===== src/rtl/logic_sweep_ctrl.sv =====
// logic_sweep_ctrl
//   Drives a shared combinational logic unit either through every input
//   vector (exhaustive sweep) or with one host-supplied vector. After each
//   vector has settled, the unit outputs are folded into a MISR signature
//   and counted per output bit. At completion the signature is compared
//   against an expected value.
//
//   State table
//     state  | meaning
//     IDLE   | waiting for start; accumulators hold the last run's results
//     WAIT   | lu_in stable, counting down the settle time
//     SAMPLE | capture lu_out into sig/ones_cnt, then advance or finish
//     DONE   | one-cycle completion pulse, then back to IDLE
//
// Ports
//   clk       clock, rising edge
//   rst       synchronous reset, active high
//   start     request a run (honoured only in IDLE, lost to abort)
//   abort     cancel a run in progress
//   mode      0 = exhaustive sweep, 1 = single vector (sampled with start)
//   vec_in    single-mode vector (sampled with start)
//   exp_sig   expected signature (sampled at the final sample edge)
//   lu_in     registered vector to the logic unit
//   lu_out    logic unit outputs (bit0 = x, bit1 = y, bit2 = z)
//   busy      high in WAIT and SAMPLE
//   done      one-cycle completion pulse
//   pass      signature match at completion, held until the next start
//   sig       running MISR signature
//   ones_cnt  per-output ones counts, field k = [k*(N_IN+1) +: N_IN+1]
module logic_sweep_ctrl #(
    parameter int N_IN   = 5,
    parameter int N_OUT  = 3,
    parameter int SETTLE = 1,
    parameter int SIG_W  = 16,
    parameter logic [SIG_W-1:0] POLY = 16'h1021
) (
    input  logic                      clk,
    input  logic                      rst,
    input  logic                      start,
    input  logic                      abort,
    input  logic                      mode,
    input  logic [N_IN-1:0]           vec_in,
    input  logic [SIG_W-1:0]          exp_sig,
    output logic [N_IN-1:0]           lu_in,
    input  logic [N_OUT-1:0]          lu_out,
    output logic                      busy,
    output logic                      done,
    output logic                      pass,
    output logic [SIG_W-1:0]          sig,
    output logic [N_OUT*(N_IN+1)-1:0] ones_cnt
);

    localparam int CNT_W = N_IN + 1;
    localparam int CW    = $clog2(SETTLE + 2);
    // Settle timer is a down-counter; loading SETTLE-1 gives SETTLE cycles in WAIT.
    localparam logic [CW-1:0] SETTLE_LD = (SETTLE > 0) ? CW'(SETTLE - 1) : '0;

    typedef enum logic [1:0] {IDLE, WAIT, SAMPLE, DONE} state_t;

    state_t                     state, state_nxt;
    logic                       mode_r, mode_nxt;
    logic [CW-1:0]              settle_cnt, settle_nxt;
    logic [N_IN-1:0]            lu_in_nxt;
    logic [SIG_W-1:0]           sig_nxt, sig_step;
    logic [N_OUT*CNT_W-1:0]     cnt_nxt, cnt_step;
    logic                       pass_nxt;
    logic                       last_vec;

    always_ff @(posedge clk) begin
        if (rst) begin
            state      <= IDLE;
            mode_r     <= 1'b0;
            settle_cnt <= '0;
            lu_in      <= '0;
            sig        <= '0;
            ones_cnt   <= '0;
            pass       <= 1'b0;
        end else begin
            state      <= state_nxt;
            mode_r     <= mode_nxt;
            settle_cnt <= settle_nxt;
            lu_in      <= lu_in_nxt;
            sig        <= sig_nxt;
            ones_cnt   <= cnt_nxt;
            pass       <= pass_nxt;
        end
    end

    always_comb begin
        sig_step = {sig[SIG_W-2:0], 1'b0} ^ (sig[SIG_W-1] ? POLY : '0) ^ SIG_W'(lu_out);
        cnt_step = ones_cnt;
        for (int k = 0; k < N_OUT; k++) begin
            cnt_step[k*CNT_W +: CNT_W] = ones_cnt[k*CNT_W +: CNT_W] + CNT_W'(lu_out[k]);
        end
    end

    assign last_vec = mode_r || (lu_in == '1);

    always_comb begin
        state_nxt  = state;
        mode_nxt   = mode_r;
        settle_nxt = settle_cnt;
        lu_in_nxt  = lu_in;
        sig_nxt    = sig;
        cnt_nxt    = ones_cnt;
        pass_nxt   = pass;
        case (state)
            IDLE: begin
                if (start && !abort) begin
                    sig_nxt    = '0;
                    cnt_nxt    = '0;
                    pass_nxt   = 1'b0;
                    lu_in_nxt  = mode ? vec_in : '0;
                    mode_nxt   = mode;
                    settle_nxt = SETTLE_LD;
                    state_nxt  = (SETTLE == 0) ? SAMPLE : WAIT;
                end
            end
            WAIT: begin
                if (abort)
                    state_nxt = IDLE;
                else if (settle_cnt == '0)
                    state_nxt = SAMPLE;
                else
                    settle_nxt = settle_cnt - CW'(1);
            end
            SAMPLE: begin
                // abort takes priority: the vector in flight is not accumulated
                if (abort) begin
                    state_nxt = IDLE;
                end else begin
                    sig_nxt = sig_step;
                    cnt_nxt = cnt_step;
                    if (last_vec) begin
                        pass_nxt  = (sig_step == exp_sig);
                        state_nxt = DONE;
                    end else begin
                        lu_in_nxt  = lu_in + N_IN'(1);
                        settle_nxt = SETTLE_LD;
                        state_nxt  = (SETTLE == 0) ? SAMPLE : WAIT;
                    end
                end
            end
            DONE:    state_nxt = IDLE;
            default: state_nxt = IDLE;
        endcase
    end

    assign busy = (state == WAIT) || (state == SAMPLE);
    assign done = (state == DONE);

endmodule


===== config.mk =====
export PLATFORM = sky130hd
export DESIGN_NAME = logic_sweep_ctrl
export DESIGN_NICKNAME = d
export VERILOG_FILES = /design/src/rtl/logic_sweep_ctrl.sv
export SDC_FILE = /design/constraint.sdc
export NUM_CORES = 1
export LEC_CHECK = 0
export CORE_AREA = 2 2 106 67
export DETAILED_ROUTE_END_ITERATION = 12
export DIE_AREA = 0 0 108 69
export HOLD_SLACK_MARGIN = 0.15
export RECOVER_POWER = 100
export SLEW_MARGIN = 5
export SYNTH_ARGS = -nofsm -noshare
export SYNTH_HDL_FRONTEND = slang
export SYNTH_SLANG_ARGS = --single-unit

===== constraint.sdc =====
create_clock -name clk -period 2.35 [get_ports clk]
set_input_delay 0.3525 -clock clk [delete_from_list [all_inputs] [get_ports clk]]
set_output_delay 0.3525 -clock clk [all_outputs]
set_load 0.01 [all_outputs]

==> flow_summary.toml <==
[logic_synthesis]
yosys.area_share.adder_pct = 7.12
synth_top_family_by_area = "simple AND/OR/NAND/NOR gates"
synth-seq-cells = 45
synthSimpleGateAreaFrac_pct = 24.3
synth_edf_count = 0
syn-cell-area_sq_um = 2280
synth.avg_cell_area_sq_um = 8.31
yosysWarnings = 0
syn_nets = 317
yosysSeqAreaShare_pct = 39.4
async_flop_share_pct = 0
synth_compound_area_share_pct = 11.7
synthFlopType = "dfxtp_1"
synth_cell_types = 35
yosys.area_share.xor_xnor_pct = 12.7
synth_mux_area_share_pct = 0.876
syn_inst = 275

[setup_path]
rr_startpoint = "lu_in[0]$_SDFFE_PP0P_"
worstPathCellList = "ha_1 -> and3_1 -> ha_1 -> o21ai_0 -> nor3b_1 -> clkbuf_1 -> o21ai_0 -> a22oi_1 -> nor2_1"
crit_path_start_kind = "flip-flop"
crit_arrival_ns = 2.32
crit_type = "flip-flop to flip-flop"
cp_slowest_cell = "dfxtp_1"
critical_path.max_stage_delay_ns = 0.37
critical_path.max_fanout = 5
critPathTopFamily = "compound AO/OA/AOI/OAI gates"
required_ns = 2.53
critPathLaunch = "lu_in[0]$_SDFFE_PP0P_"
endpoint_kind = "flip-flop"
critPathBufInv = 1

[power_and_ir_drop]
p_leak_nw = 1.38
ir_drop_mv = 0.236
power_density_nw_per_um2 = 491

[cts]
clkLatencyLatePin_ns = 0.30
clock-sinks = 45
tritoncts = "yes"
cts_hold_buffers = 0
clkTransAtPathRegs_ns = 0.09
post_cts_buffers = 0
cts-buffers-inserted = 5
h-tree-depth = 2
clockBufferDepth = 2
ctsResizeCount = 0
root_buffer = "clkbuf_8"

[placement]
io_buffer_count = 70
gp_congestion = 0.764
dpl.hpwl_microns = 4360

[global_route]
grt.total_usage_pct = 15.8
grt_max_degree = 35
grt_pass1_wl_microns = 9500
antenna_found_initial = 0
grt_pass1_vias = 1871
grt-ovfl-total = 0

[route]
drcViolationCount = 0
route.vias.total = 2103
drtIter0Drc = 62
avgViaCountPerCell = 4.86
final_antenna_net_count = 0
wl_per_cell_microns = 13.6
firstDrtPassIters = 4
finalWirelength_microns = 5880

[floorplanning]
initial_utilization_pct = 35.3
coreArea_sq_um = 6470
io_pins = 71
die_h_microns = 69
rows = 23
die-area_sq_um = 7450
die_w_microns = 108

[final_layout]
syn_to_final_growth_pct = 39.2
nNetsFinal = 387
final_util_pct = 49.1
layout-drive-gt1-share_pct = 4.91
fillers = 645
antenna_cells = 0

[timing]
relSlewSlack_pct = 59.6
finalCritPeriodShare_pct = 91.1
rsz0062_at_grt = "no"
fmax_mhz = 467
fin_skew_ns = 0.00975
fin_crit_ns = 2.14
fin_setup_tns_ns = 0
setup_viol = 0
hold_viol_final = 0
worst_pin_slew_ns = 0.606
slew_viol_final = 0

[worst_hold_path]
holdCritPathClass = "flip-flop to flip-flop"
min_from = "ones_cnt[6]$_SDFFE_PP0P_"

[flow_run]
max_cap_viol_count = 0

[run_status]
outcome = "complete, no violations"
==> placed cells by master (no fill, tap or decap), types with 5 or more instances in the layout <==
cell type,n
inv_1,6
a21oi_1,28
o21ai_0,6
nor2_1,35
nand4_1,10
and3_1,15
clkbuf_8,6
nand3_1,12
nand2_1,24
clkdlybuf4s50_1,28
xnor2_1,10
buf_4,5
xor2_1,23
dlygate4sd3_1,42
ha_1,13
dfxtp_1,45
==> per-layer routing <==
layer  GRT usage, %  vias up  wire length (microns)
met5              0        -                      0
met4           2.99        0                     25
met3           4.64        2                    461
met2           20.8       67                   2240
met1           25.0      954                   3160
li1               -     1080                      -
==> registers in the layout (all words and copies together), names as in the netlist <==
name	cells
ones_cnt	18
settle_cnt	2
lu_in	5
sig	16
pass	1
state	2
mode_r	1
==> cells in the mapped netlist, types with 2 or more instances <==
cell type   n  area (sq um)
dfxtp_1    45           901
nor2_1     35           131
a21oi_1    28           140
nand2_1    24          90.1
xor2_1     23           201
and3_1     15          93.8
ha_1       13           163
nand3_1    12          60.1
nand4_1    10          62.6
xnor2_1    10          87.6
clkbuf_1    8          30.0
buf_2       6          30.0
inv_1       6          22.5
o21ai_0     6          30.0
nor3_1      4          20.0
a2bb2oi_1   3          26.3
nand2b_1    3          18.8
nor3b_1     3          22.5
or3_1       3          18.8
a221oi_1    2          17.5
mux2i_1     2          20.0
==> worst paths after layout <==
check / endpoint / slack (ns) / depth (start not counted)
min: ones_cnt[6]$_SDFFE_PP0P_ / 0.47 / 2
max reg2reg: lu_in[2]$_SDFFE_PP0P_ / 0.21 / 9
max: lu_in[2]$_SDFFE_PP0P_ / 0.21 / 9
min reg2reg: ones_cnt[6]$_SDFFE_PP0P_ / 0.47 / 2
==> area by class of cell <==
type	instances	area [sq um]	area share (%)
clock buffer	6	82.6	2.60
timing repair buffer	79	758	23.8
tap	87	109	3.42
inverter	6	22.5	0.708
clock inverter	2	13.8	0.433
multi-input combinational	208	1290	40.7
sequential	45	901	28.3
==> power breakdown <==
part | internal, W | switching, W
Sequential | 0.000775 | 0.0000124
Combinational | 0.000121 | 0.000139
Clock | 0.000239 | 0.000276
==> worst register-to-register path: cells and delay by family, from the launching register on <==
| family | cells | cell delay (ns) |
|---|---|---|
| fa+ha+maj | 2 | 0.45 |
| simple gates | 3 | 0.46 |
| buf+inv | 1 | 0.23 |
| flops | 1 | 0.37 |
| compound gates | 3 | 0.52 |
==> kinds of logic (layout without fill, tap and decap cells) <==
family          count (synthesis)  count (layout)
compound gates                 46              46
mux                             2               2
simple gates                  114             114
xor+xnor                       33              33
fa+ha+maj                      13              13
flops                          45              45
buf+inv                        22              93
==> metrics by stage <==
| stage | total power [W] | hold WS [ns] | instance area [sq um] | std cells | setup WS (ns) |
|---|---|---|---|---|---|
| 2_1_floorplan | 0.000955 | 0.457 | 2280 | 275 | 0.353 |
| 3_3_place_gp | 0.00108 | 0.460 | 3110 | 425 | 0.284 |
| 3_5_place_dp | 0.00108 | 0.465 | 3110 | 425 | 0.286 |
| 4_1_cts | 0.00158 | 0.476 | 3200 | 433 | 0.330 |
| 5_1_grt | 0.00163 | 0.504 | 3180 | 433 | 0.0972 |
| 6_report | 0.00156 | 0.472 | 3180 | 433 | 0.209 |
Power figures use the tool's default switching activity.
